<file path="config.mk">
export PLATFORM = sky130hd
export DESIGN_NAME = conv_window_ctrl
export DESIGN_NICKNAME = d
export VERILOG_FILES = /design/src/rtl/conv_window_ctrl.sv
export SDC_FILE = /design/constraint.sdc
export NUM_CORES = 1
export LEC_CHECK = 0
export BUFFER_PORTS_ARGS = -buffer_cell sky130_fd_sc_hd__buf_2
export CAP_MARGIN = 20
export CORE_MARGIN = 5
export CORE_UTILIZATION = 40
export CTS_CLUSTER_DIAMETER = 60
export DETAILED_ROUTE_END_ITERATION = 10
export PLACE_DENSITY = 0.69
export SYNTH_ARGS = -nofsm -noshare
export SYNTH_HDL_FRONTEND = slang
export SYNTH_SLANG_ARGS = --single-unit
</file>
<file path="constraint.sdc">
create_clock -name clk -period 1.8 [get_ports clk]
set_clock_uncertainty 0.15 [all_clocks]
set_input_delay 0.09 -clock clk [delete_from_list [all_inputs] [get_ports clk]]
set_output_delay 0.09 -clock clk [all_outputs]
set_load 0.05 [all_outputs]
</file>
<file path="src/rtl/conv_window_ctrl.sv">
// conv_window_ctrl: frame sequencer for the conv engine's SIPO window shift register.
// Latency: sipo_en/sipo_ser_in are combinational from the accept; win_valid/win_row/win_col
//   are registered one cycle after the accept that completes a window.
// Backpressure: in_ready drops for the one FLUSH cycle at each row start and outside STREAM;
//   there is no downstream backpressure, so the conv core takes every win_valid cycle.
// Ports:
//   clk, rst        clock and synchronous active-high reset
//   start, abort    begin a frame (IDLE only) / return to IDLE next cycle (abort wins)
//   in_valid, in_data, in_ready   raster word stream, accepted when in_valid & in_ready
//   sipo_en, sipo_ser_in          SIPO shift enable (low clears it) and the word to shift in
//   win_valid, win_row, win_col   SIPO output holds a full window at (row, leftmost col)
//   busy, frame_done, underrun    status: not idle, end-of-frame pulse, sticky mid-row stall
module conv_window_ctrl #(
   parameter int N     = 3,
   parameter int PB    = 8,
   parameter int IMG_W = 8,
   parameter int IMG_H = 4,
   localparam int RW   = (IMG_H > 1) ? $clog2(IMG_H) : 1,
   localparam int CW   = (IMG_W > 1) ? $clog2(IMG_W) : 1
) (
   input  logic            clk,
   input  logic            rst,
   input  logic            start,
   input  logic            abort,
   input  logic            in_valid,
   input  logic [2*PB-1:0] in_data,
   output logic            in_ready,
   output logic            sipo_en,
   output logic [2*PB-1:0] sipo_ser_in,
   output logic            win_valid,
   output logic [RW-1:0]   win_row,
   output logic [CW-1:0]   win_col,
   output logic            busy,
   output logic            frame_done,
   output logic            underrun
);

   localparam int             RNW      = $clog2(N + 1);
   localparam logic [CW-1:0]  COL_LAST = CW'(IMG_W - 1);
   localparam logic [RW-1:0]  ROW_LAST = RW'(IMG_H - 1);
   localparam logic [CW-1:0]  COL_BACK = CW'(N - 1);
   localparam logic [RNW-1:0] RUN_FULL = RNW'(N);
   localparam logic [RNW-1:0] RUN_PRE  = RNW'(N - 1);

   typedef enum logic [1:0] {IDLE, FLUSH, STREAM, DONE} state_t;

   state_t         state;
   logic [RW-1:0]  row;
   logic [CW-1:0]  col;
   // Consecutive words shifted into the SIPO since it was last cleared, saturating at N.
   logic [RNW-1:0] run;
   logic           acc;

   assign acc         = in_ready & in_valid;
   // The SIPO clears whenever its enable is low, so gating it on acc both holds off
   // shifting on idle cycles and wipes partial windows after a stall or at row start.
   assign sipo_en     = acc;
   assign sipo_ser_in = in_data;

   always_ff @(posedge clk) begin
      if (rst) begin
         state      <= IDLE;
         in_ready   <= 1'b0;
         win_valid  <= 1'b0;
         win_row    <= '0;
         win_col    <= '0;
         busy       <= 1'b0;
         frame_done <= 1'b0;
         underrun   <= 1'b0;
         row        <= '0;
         col        <= '0;
         run        <= '0;
      end else if (abort) begin
         // Same as reset, but the underrun flag survives so software can still see it.
         state      <= IDLE;
         in_ready   <= 1'b0;
         win_valid  <= 1'b0;
         win_row    <= '0;
         win_col    <= '0;
         busy       <= 1'b0;
         frame_done <= 1'b0;
         row        <= '0;
         col        <= '0;
         run        <= '0;
      end else begin
         win_valid  <= 1'b0;
         frame_done <= 1'b0;
         case (state)
            IDLE: begin
               if (start) begin
                  state    <= FLUSH;
                  busy     <= 1'b1;
                  underrun <= 1'b0;
                  row      <= '0;
               end
            end
            FLUSH: begin
               // in_ready is low here, so sipo_en is low and the SIPO is cleared.
               state    <= STREAM;
               in_ready <= 1'b1;
               col      <= '0;
               run      <= '0;
            end
            STREAM: begin
               if (acc) begin
                  // This word completes a window if N-1 good words precede it.
                  if (run >= RUN_PRE) begin
                     win_valid <= 1'b1;
                     win_col   <= col - COL_BACK;
                     win_row   <= row;
                  end
                  if (run != RUN_FULL)
                     run <= run + 1'b1;
                  col <= col + 1'b1;
                  if (col == COL_LAST) begin
                     in_ready <= 1'b0;
                     if (row == ROW_LAST) begin
                        state      <= DONE;
                        frame_done <= 1'b1;
                     end else begin
                        row   <= row + 1'b1;
                        state <= FLUSH;
                     end
                  end
               end else if (!in_valid && run != '0) begin
                  // Mid-row stall: the SIPO was just cleared, so refill from scratch
                  // while col keeps tracking the true image position.
                  run      <= '0;
                  underrun <= 1'b1;
               end
            end
            DONE: begin
               state <= IDLE;
               busy  <= 1'b0;
            end
            default: begin
               state    <= IDLE;
               in_ready <= 1'b0;
               busy     <= 1'b0;
            end
         endcase
      end
   end

endmodule

</file>
==> results of run 1 <==
logic make-up after synthesis:
group,count (synthesis),share of synthesized area [%]
buf+inv,26,15.3
xor+xnor,1,0.774
fa+ha+maj,11,12.2
flops,19,33.6
mux,5,4.42
compound gates,25,14.9
simple gates,41,18.8
stage by stage:
| stage | instance area, µm² | hold slack (ns) | cells | util (%) | setup WS [ns] |
|---|---|---|---|---|---|
| after detailed placement | 1120 | 0.0303 | 156 | 40.8 | -0.0128 |
| after global placement | 1120 | 0.0303 | 156 | 40.8 | 0.113 |
| after CTS | 1170 | 0.00216 | 163 | 42.9 | 0.0127 |
| after floorplan | 1130 | 0.0124 | 128 | - | 0.202 |
| after global routing | 1200 | 0.00902 | 163 | 43.8 | -0.00924 |
| final | 1200 | -0.00218 | 163 | 43.8 | 0.105 |
cell usage after synthesis:
master / count
sky130_fd_sc_hd__a21bo_2: 1
sky130_fd_sc_hd__a21boi_0: 1
sky130_fd_sc_hd__a21oi_1: 10
sky130_fd_sc_hd__a21oi_2: 1
sky130_fd_sc_hd__a311oi_1: 1
sky130_fd_sc_hd__a31oi_1: 1
sky130_fd_sc_hd__and3_1: 1
sky130_fd_sc_hd__and3b_1: 1
sky130_fd_sc_hd__buf_2: 2
sky130_fd_sc_hd__buf_4: 17
sky130_fd_sc_hd__buf_6: 1
sky130_fd_sc_hd__clkbuf_1: 1
sky130_fd_sc_hd__clkinv_2: 1
sky130_fd_sc_hd__dfxtp_1: 19
sky130_fd_sc_hd__ha_1: 11
sky130_fd_sc_hd__inv_1: 4
sky130_fd_sc_hd__mux2i_1: 5
sky130_fd_sc_hd__nand2_1: 9
sky130_fd_sc_hd__nand2_2: 2
sky130_fd_sc_hd__nand2b_1: 2
sky130_fd_sc_hd__nand3_1: 2
sky130_fd_sc_hd__nand3b_1: 1
sky130_fd_sc_hd__nand4_1: 4
sky130_fd_sc_hd__nand4b_1: 2
sky130_fd_sc_hd__nor2_1: 10
sky130_fd_sc_hd__nor2b_1: 1
sky130_fd_sc_hd__nor3_1: 3
sky130_fd_sc_hd__nor3b_1: 1
sky130_fd_sc_hd__o2111ai_2: 1
sky130_fd_sc_hd__o211ai_1: 1
sky130_fd_sc_hd__o21a_1: 2
sky130_fd_sc_hd__o21ai_0: 4
sky130_fd_sc_hd__o21ai_2: 1
sky130_fd_sc_hd__o221a_2: 1
sky130_fd_sc_hd__or2_2: 1
sky130_fd_sc_hd__or3_1: 1
sky130_fd_sc_hd__xor2_1: 1
power by group through the flow:
stage          sequential (mW)  combinational, mW  clock (mW)
2_1_floorplan            0.444              0.141           0
3_3_place_gp             0.438             0.0700           0
3_5_place_dp             0.439             0.0706           0
4_1_cts                  0.429             0.0764       0.233
5_1_grt                  0.430             0.0893       0.256
6_report                 0.429             0.0800       0.224
state kept, by name, summed over array words and instances (netlist names):
name	flops
run	2
in_ready	1
win_col	3
win_valid	1
underrun	1
state	2
win_row	2
busy	1
row	2
col	3
frame_done	1
worst max-delay path, delay by kind of cell (launching register included):
kind / cells / cell delay (ns)
flip-flops: 1 / 0.50
adder cells (fa/ha/maj): 1 / 0.20
AND/OR/NAND/NOR: 1 / 0.32
buffers and inverters: 1 / 0.08
AO/OA/AOI/OAI: 3 / 0.40
routing by layer:
metal / track usage [%] / wire, µm / vias to the layer above
met5: 0 / 0 / -
met4: 5.71 / 38 / 0
met3: 2.31 / 117 / 6
met2: 19.1 / 1110 / 26
met1: 14.5 / 976 / 410
li1: - / - / 435
layout make-up:
class	count	area, µm²
Fill cell	277	1540
Multi-Input combinational cell	83	602
Sequential cell	19	382
Timing Repair Buffer	21	128
Tap cell	31	38.8
Clock buffer	3	22.5
Inverter	5	20.0
Clock inverter	1	5.00
worst min-delay path by stage:
stage                           from               endpoint  slack (ns)
final                          abort  underrun$_SDFFE_PP0P_      -0.002
after global routing           abort  underrun$_SDFFE_PP0P_       0.009
after CTS                      abort  underrun$_SDFFE_PP0P_       0.002
after detailed placement  in_data[4]         sipo_ser_in[4]        0.03
after global placement    in_data[4]         sipo_ser_in[4]        0.03
after floorplan                  rst  underrun$_SDFFE_PP0P_        0.01
what timing repair did:
| item | 4_1_cts | 5_1_grt |
|---|---|---|
| endpoints found under the hold margin | 3 | 0 |
| hold buffers | 3 | 0 |
| resized for setup | 1 | 5 |
| endpoints found under the setup margin | 2 | 13 |
==> metrics.csv, run 1 <==
metric;value;unit
track_usage;11.7;%
final_common_cell;sky130_fd_sc_hd__dfxtp_1;
tns;0;ns
syn-cell-area;0.00113;mm²
cts_setup_buffers;0;
total_of_endpoints_with_negative_setup_slack_in_the_final_report;0;
drt_first_pass_iters;4;
worst-r2r-setup-slack;0.10;ns
crit_path_max_fanout;6;
fin_crit_sh;94.2;%
period_minus_slack;1.70;ns
dr_drc_count;0;
number_of_nets_in_the_synthesized_netlist;160;
reg2reg_depth;6;
num_antenna_cells;0;
setup_repair_after_global_routing_missed_its_margin;true;
cell_internal_pwr;0.539;mW
violated_checks;negative hold slack;
number_of_endpoints_with_negative_hold_slack_in_the_final_report;1;
timing.max_cap.violations;0;
endpoint;run[0]$_SDFFE_PP0P_;
globalRoute.totalOverflow;0;
power.combinational.fraction;10.9;%
yosysWarnings;0;
cp_slowest_cell;sky130_fd_sc_hd__dfxtp_1;
power_share_of_the_clock_group;30.5;%
yosys_reg_bits;19;
ioPinCount;48;
vdd_drop_max;0.000291;V
cp-startpoint;run[1]$_SDFFE_PP0P_;
clock_root_buffer;sky130_fd_sc_hd__clkbuf_4;
p_sw;0.194;mW
most-common-layout-cells;sky130_fd_sc_hd__dfxtp_1, sky130_fd_sc_hd__buf_2, sky130_fd_sc_hd__nor2_1, sky130_fd_sc_hd__a21oi_1;
via_count;877;
yosys-top-cells-area;sky130_fd_sc_hd__dfxtp_1, sky130_fd_sc_hd__ha_1, sky130_fd_sc_hd__buf_4;
die_height;63.2;µm
crit_path_end_kind;flip-flop;
number_of_i_o_port_buffers;15;
netlist-cell-type-count;37;
cp_cell_sequence;inv_1, ha_1, o21ai_0, o21ai_2, or3_1, a21oi_2;
design_power_total;0.733;mW
max_freq;590;MHz
cp_max_stage_delay;0.50;ns
clkSinkCount;19;
final.hold.worst_slack;-0.00218;ns
detail_route.wl_per_cell;13.7;µm
core-area;0.00273;mm²
slew_headroom;70.8;%
capture_instance_of_the_worst_register_to_register_path;run[0]$_SDFFE_PP0P_;
clock_tree.buffer_depth;2;
maximum_number_of_pins_on_one_net_before_global_route_repair;15;
cts_tree;built;
power_density;612;mW/mm²
finalNetCount;165;
die_area;0.00399;mm²
numCtsBuffers;3;
antenna_left;0;
synth_largest_area_cell;sky130_fd_sc_hd__dfxtp_1;
gp_routability_congestion;0.774;
synthCells;128;
chip_width;63.2;µm
antenna_found_initial;0;
critical_path_required;1.89;ns
placementRows;19;
synth-seq-area-share;33.6;%
initial_utilization;41.4;%
top_cell_type_s_share_of_synthesized_area;33.6;%
power.share.sequential;58.6;%
drtIter0Drc;33;
arrival;1.79;ns
clkSlewWorstSetupHoldPaths;0.12;ns
slew_violations;0;
status;complete, but fails checks;
hpwl;1700;µm
critical_path.reg2reg.startpoint;run[1]$_SDFFE_PP0P_;
htreeDepth;1;
grt_pass1_vias;889;
vias_per_cell;5.38;
p_leak;0.517;nW
synth.avg_cell_area;8.84;µm²
power_switching_share;26.5;%
layout-area-overhead-vs-synth;5.86;%
routed_wl;2240;µm
worst-slew-pin-transition;0.437;ns
drive_above_1_share;27.3;%
instance_count_along_the_most_critical_hold_path;4;
clock_latency_late_sink;0.30;ns
worstHoldPathType;in2reg;
timing_worst_setup_path_type;reg2reg;
grt_first_pass_wirelength;3880;µm
cp-start-kind;flip-flop;
Power figures use the tool's default switching activity.
==> inputs of run 2 (changes only) <==
--- a/config.mk
+++ b/config.mk
@@ -12,6 +12,7 @@
 export CTS_CLUSTER_DIAMETER = 60
 export DETAILED_ROUTE_END_ITERATION = 10
 export PLACE_DENSITY = 0.69
+export SETUP_SLACK_MARGIN = 0.4
 export SYNTH_ARGS = -nofsm -noshare
 export SYNTH_HDL_FRONTEND = slang
 export SYNTH_SLANG_ARGS = --single-unit
==> metrics.csv, run 2 (same netlist as run 1, synthesis figures left out) <==
metric;value;unit
status;finished, final reports clean;
core-area;0.00273;mm²
cp-start-kind;flip-flop;
arrival;1.60;ns
final_common_cell;sky130_fd_sc_hd__buf_4;
routed_wl;2710;µm
crit_path_end_kind;flip-flop;
number_of_i_o_port_buffers;15;
tns;0;ns
placementRows;19;
track_usage;13.5;%
max_freq;666;MHz
die_area;0.00399;mm²
slew_headroom;71.1;%
clock_root_buffer;sky130_fd_sc_hd__clkbuf_4;
die_height;63.2;µm
critical_path_required;1.90;ns
clock_latency_late_sink;0.31;ns
vdd_drop_max;0.000424;V
setup_repair_after_global_routing_missed_its_margin;true;
initial_utilization;41.4;%
preCtsSetupSlack;0.0964;ns
slew_violations;0;
hold_start;abort;
final.hold.worst_slack;0.00344;ns
layout-area-overhead-vs-synth;32.1;%
numCtsBuffers;3;
htreeDepth;1;
antenna_left;0;
antenna_found_initial;0;
drive_above_1_share;55.9;%
chip_width;63.2;µm
via_count;1003;
reg_top3;col (3), win_col (3);
drtIter0Drc;24;
worstHoldPathType;in2reg;
cts_tree;built;
power_density;513;mW/mm²
detail_route.wl_per_cell;15.4;µm
fin_crit_sh;83.4;%
finalNetCount;178;
drt_first_pass_iters;4;
crit_path_max_fanout;5;
post_route_worst_setup_slack;0.298;ns
period_minus_slack;1.50;ns
ioPinCount;48;
num_antenna_cells;0;
timing.max_cap.violations;0;
timing_worst_setup_path_type;reg2reg;
most-common-layout-cells;sky130_fd_sc_hd__buf_4, sky130_fd_sc_hd__buf_2, sky130_fd_sc_hd__dfxtp_1;
worst-slew-pin-transition;0.432;ns
total_of_endpoints_with_negative_setup_slack_in_the_final_report;0;
globalRoute.totalOverflow;0;
dr_drc_count;0;
clkSlewWorstSetupHoldPaths;0.11;ns
grt_first_pass_wirelength;4420;µm
hpwl;1690;µm
grt_pass1_vias;1001;
clkSinkCount;19;
p_leak;0.619;nW
vias_per_cell;5.70;
critical_path.reg2reg.startpoint;run[1]$_SDFFE_PP0P_;
gp_routability_congestion;0.845;
clock_tree.buffer_depth;2;
maximum_number_of_pins_on_one_net_before_global_route_repair;15;
cp-startpoint;run[1]$_SDFFE_PP0P_;
number_of_endpoints_with_negative_hold_slack_in_the_final_report;0;
[run 2: cell types whose count changed in the layout (fill, tap and decap cells not counted), moves of 2 or more]
| cell | before | now |
|---|---|---|
| sky130_fd_sc_hd__ha_1 | 9 | 2 |
| sky130_fd_sc_hd__a21oi_2 | 1 | 4 |
| sky130_fd_sc_hd__nand2b_1 | 2 | 0 |
| sky130_fd_sc_hd__buf_6 | 0 | 2 |
| sky130_fd_sc_hd__o21ai_0 | 4 | 2 |
| sky130_fd_sc_hd__nand2b_4 | 0 | 2 |
| sky130_fd_sc_hd__ha_4 | 0 | 6 |
| sky130_fd_sc_hd__buf_4 | 3 | 16 |
| sky130_fd_sc_hd__dfxtp_4 | 0 | 6 |
| sky130_fd_sc_hd__dfxtp_1 | 18 | 11 |
| sky130_fd_sc_hd__inv_1 | 4 | 0 |
| sky130_fd_sc_hd__a21oi_1 | 10 | 7 |
| sky130_fd_sc_hd__inv_2 | 0 | 2 |
[run 2: per-stage QoR]
step | cells | total power [mW] | cell area (µm²) | utilization, %
2_1_floorplan | 128 | 0.593 | 1180 | -
3_3_place_gp | 153 | 0.511 | 1130 | 41.5
3_5_place_dp | 153 | 0.514 | 1130 | 41.5
4_1_cts | 168 | 0.753 | 1370 | 50.0
5_1_grt | 176 | 0.802 | 1490 | 54.6
6_report | 176 | 0.766 | 1490 | 54.6
[run 2: critical path: stages (launching register included)]
cell	delay, ns
sky130_fd_sc_hd__dfxtp_4	0.38
sky130_fd_sc_hd__ha_2	0.16
sky130_fd_sc_hd__and3b_1	0.21
sky130_fd_sc_hd__o21ai_2	0.07
sky130_fd_sc_hd__or3_4	0.33
sky130_fd_sc_hd__a21oi_2	0.13
[run 2: area by class of cell]
type | count | area [µm²]
Fill cell | 231 | 1240
Multi-Input combinational cell | 83 | 762
Sequential cell | 19 | 405
Timing Repair Buffer | 34 | 233
Tap cell | 31 | 38.8
Inverter | 5 | 27.5
Clock buffer | 3 | 22.5
Clock inverter | 1 | 5.00
[run 2: report_power, final]
group	switching, mW	internal, mW
Clock	0.144	0.0831
Sequential	0.00543	0.417
Combinational	0.0627	0.0532
Total	0.212	0.553
[run 2: metal layers]
metal  up-vias  wire [µm]  global-route usage, %
li1        468          -                      -
met1       478       1010                   14.1
met4         0         94                   7.79
met5         -          0                      0
met2        46       1430                   24.1
met3        11        169                   3.37
[run 2: repair_timing]
| action | CTS | global route |
|---|---|---|
| endpoints found under the hold margin | 3 | 0 |
| setup endpoints to repair | 16 | 14 |
| hold buffers | 2 | 0 |
| pin swaps | 15 | 13 |
| gates resized for setup | 33 | 14 |
| cloned | 0 | 0 |
| setup buffers | 9 | 8 |
[run 2: path summary, 6_finish.rpt]
check	end	slack, ns	depth (start not counted)
setup / recovery	run[0]$_SDFFE_PP0P_	0.30	5
hold / removal	state[1]$_SDFFE_PP0P_	0.003	3
setup reg to reg	run[0]$_SDFFE_PP0P_	0.30	5
hold reg to reg	busy$_SDFFE_PP0P_	0.32	2
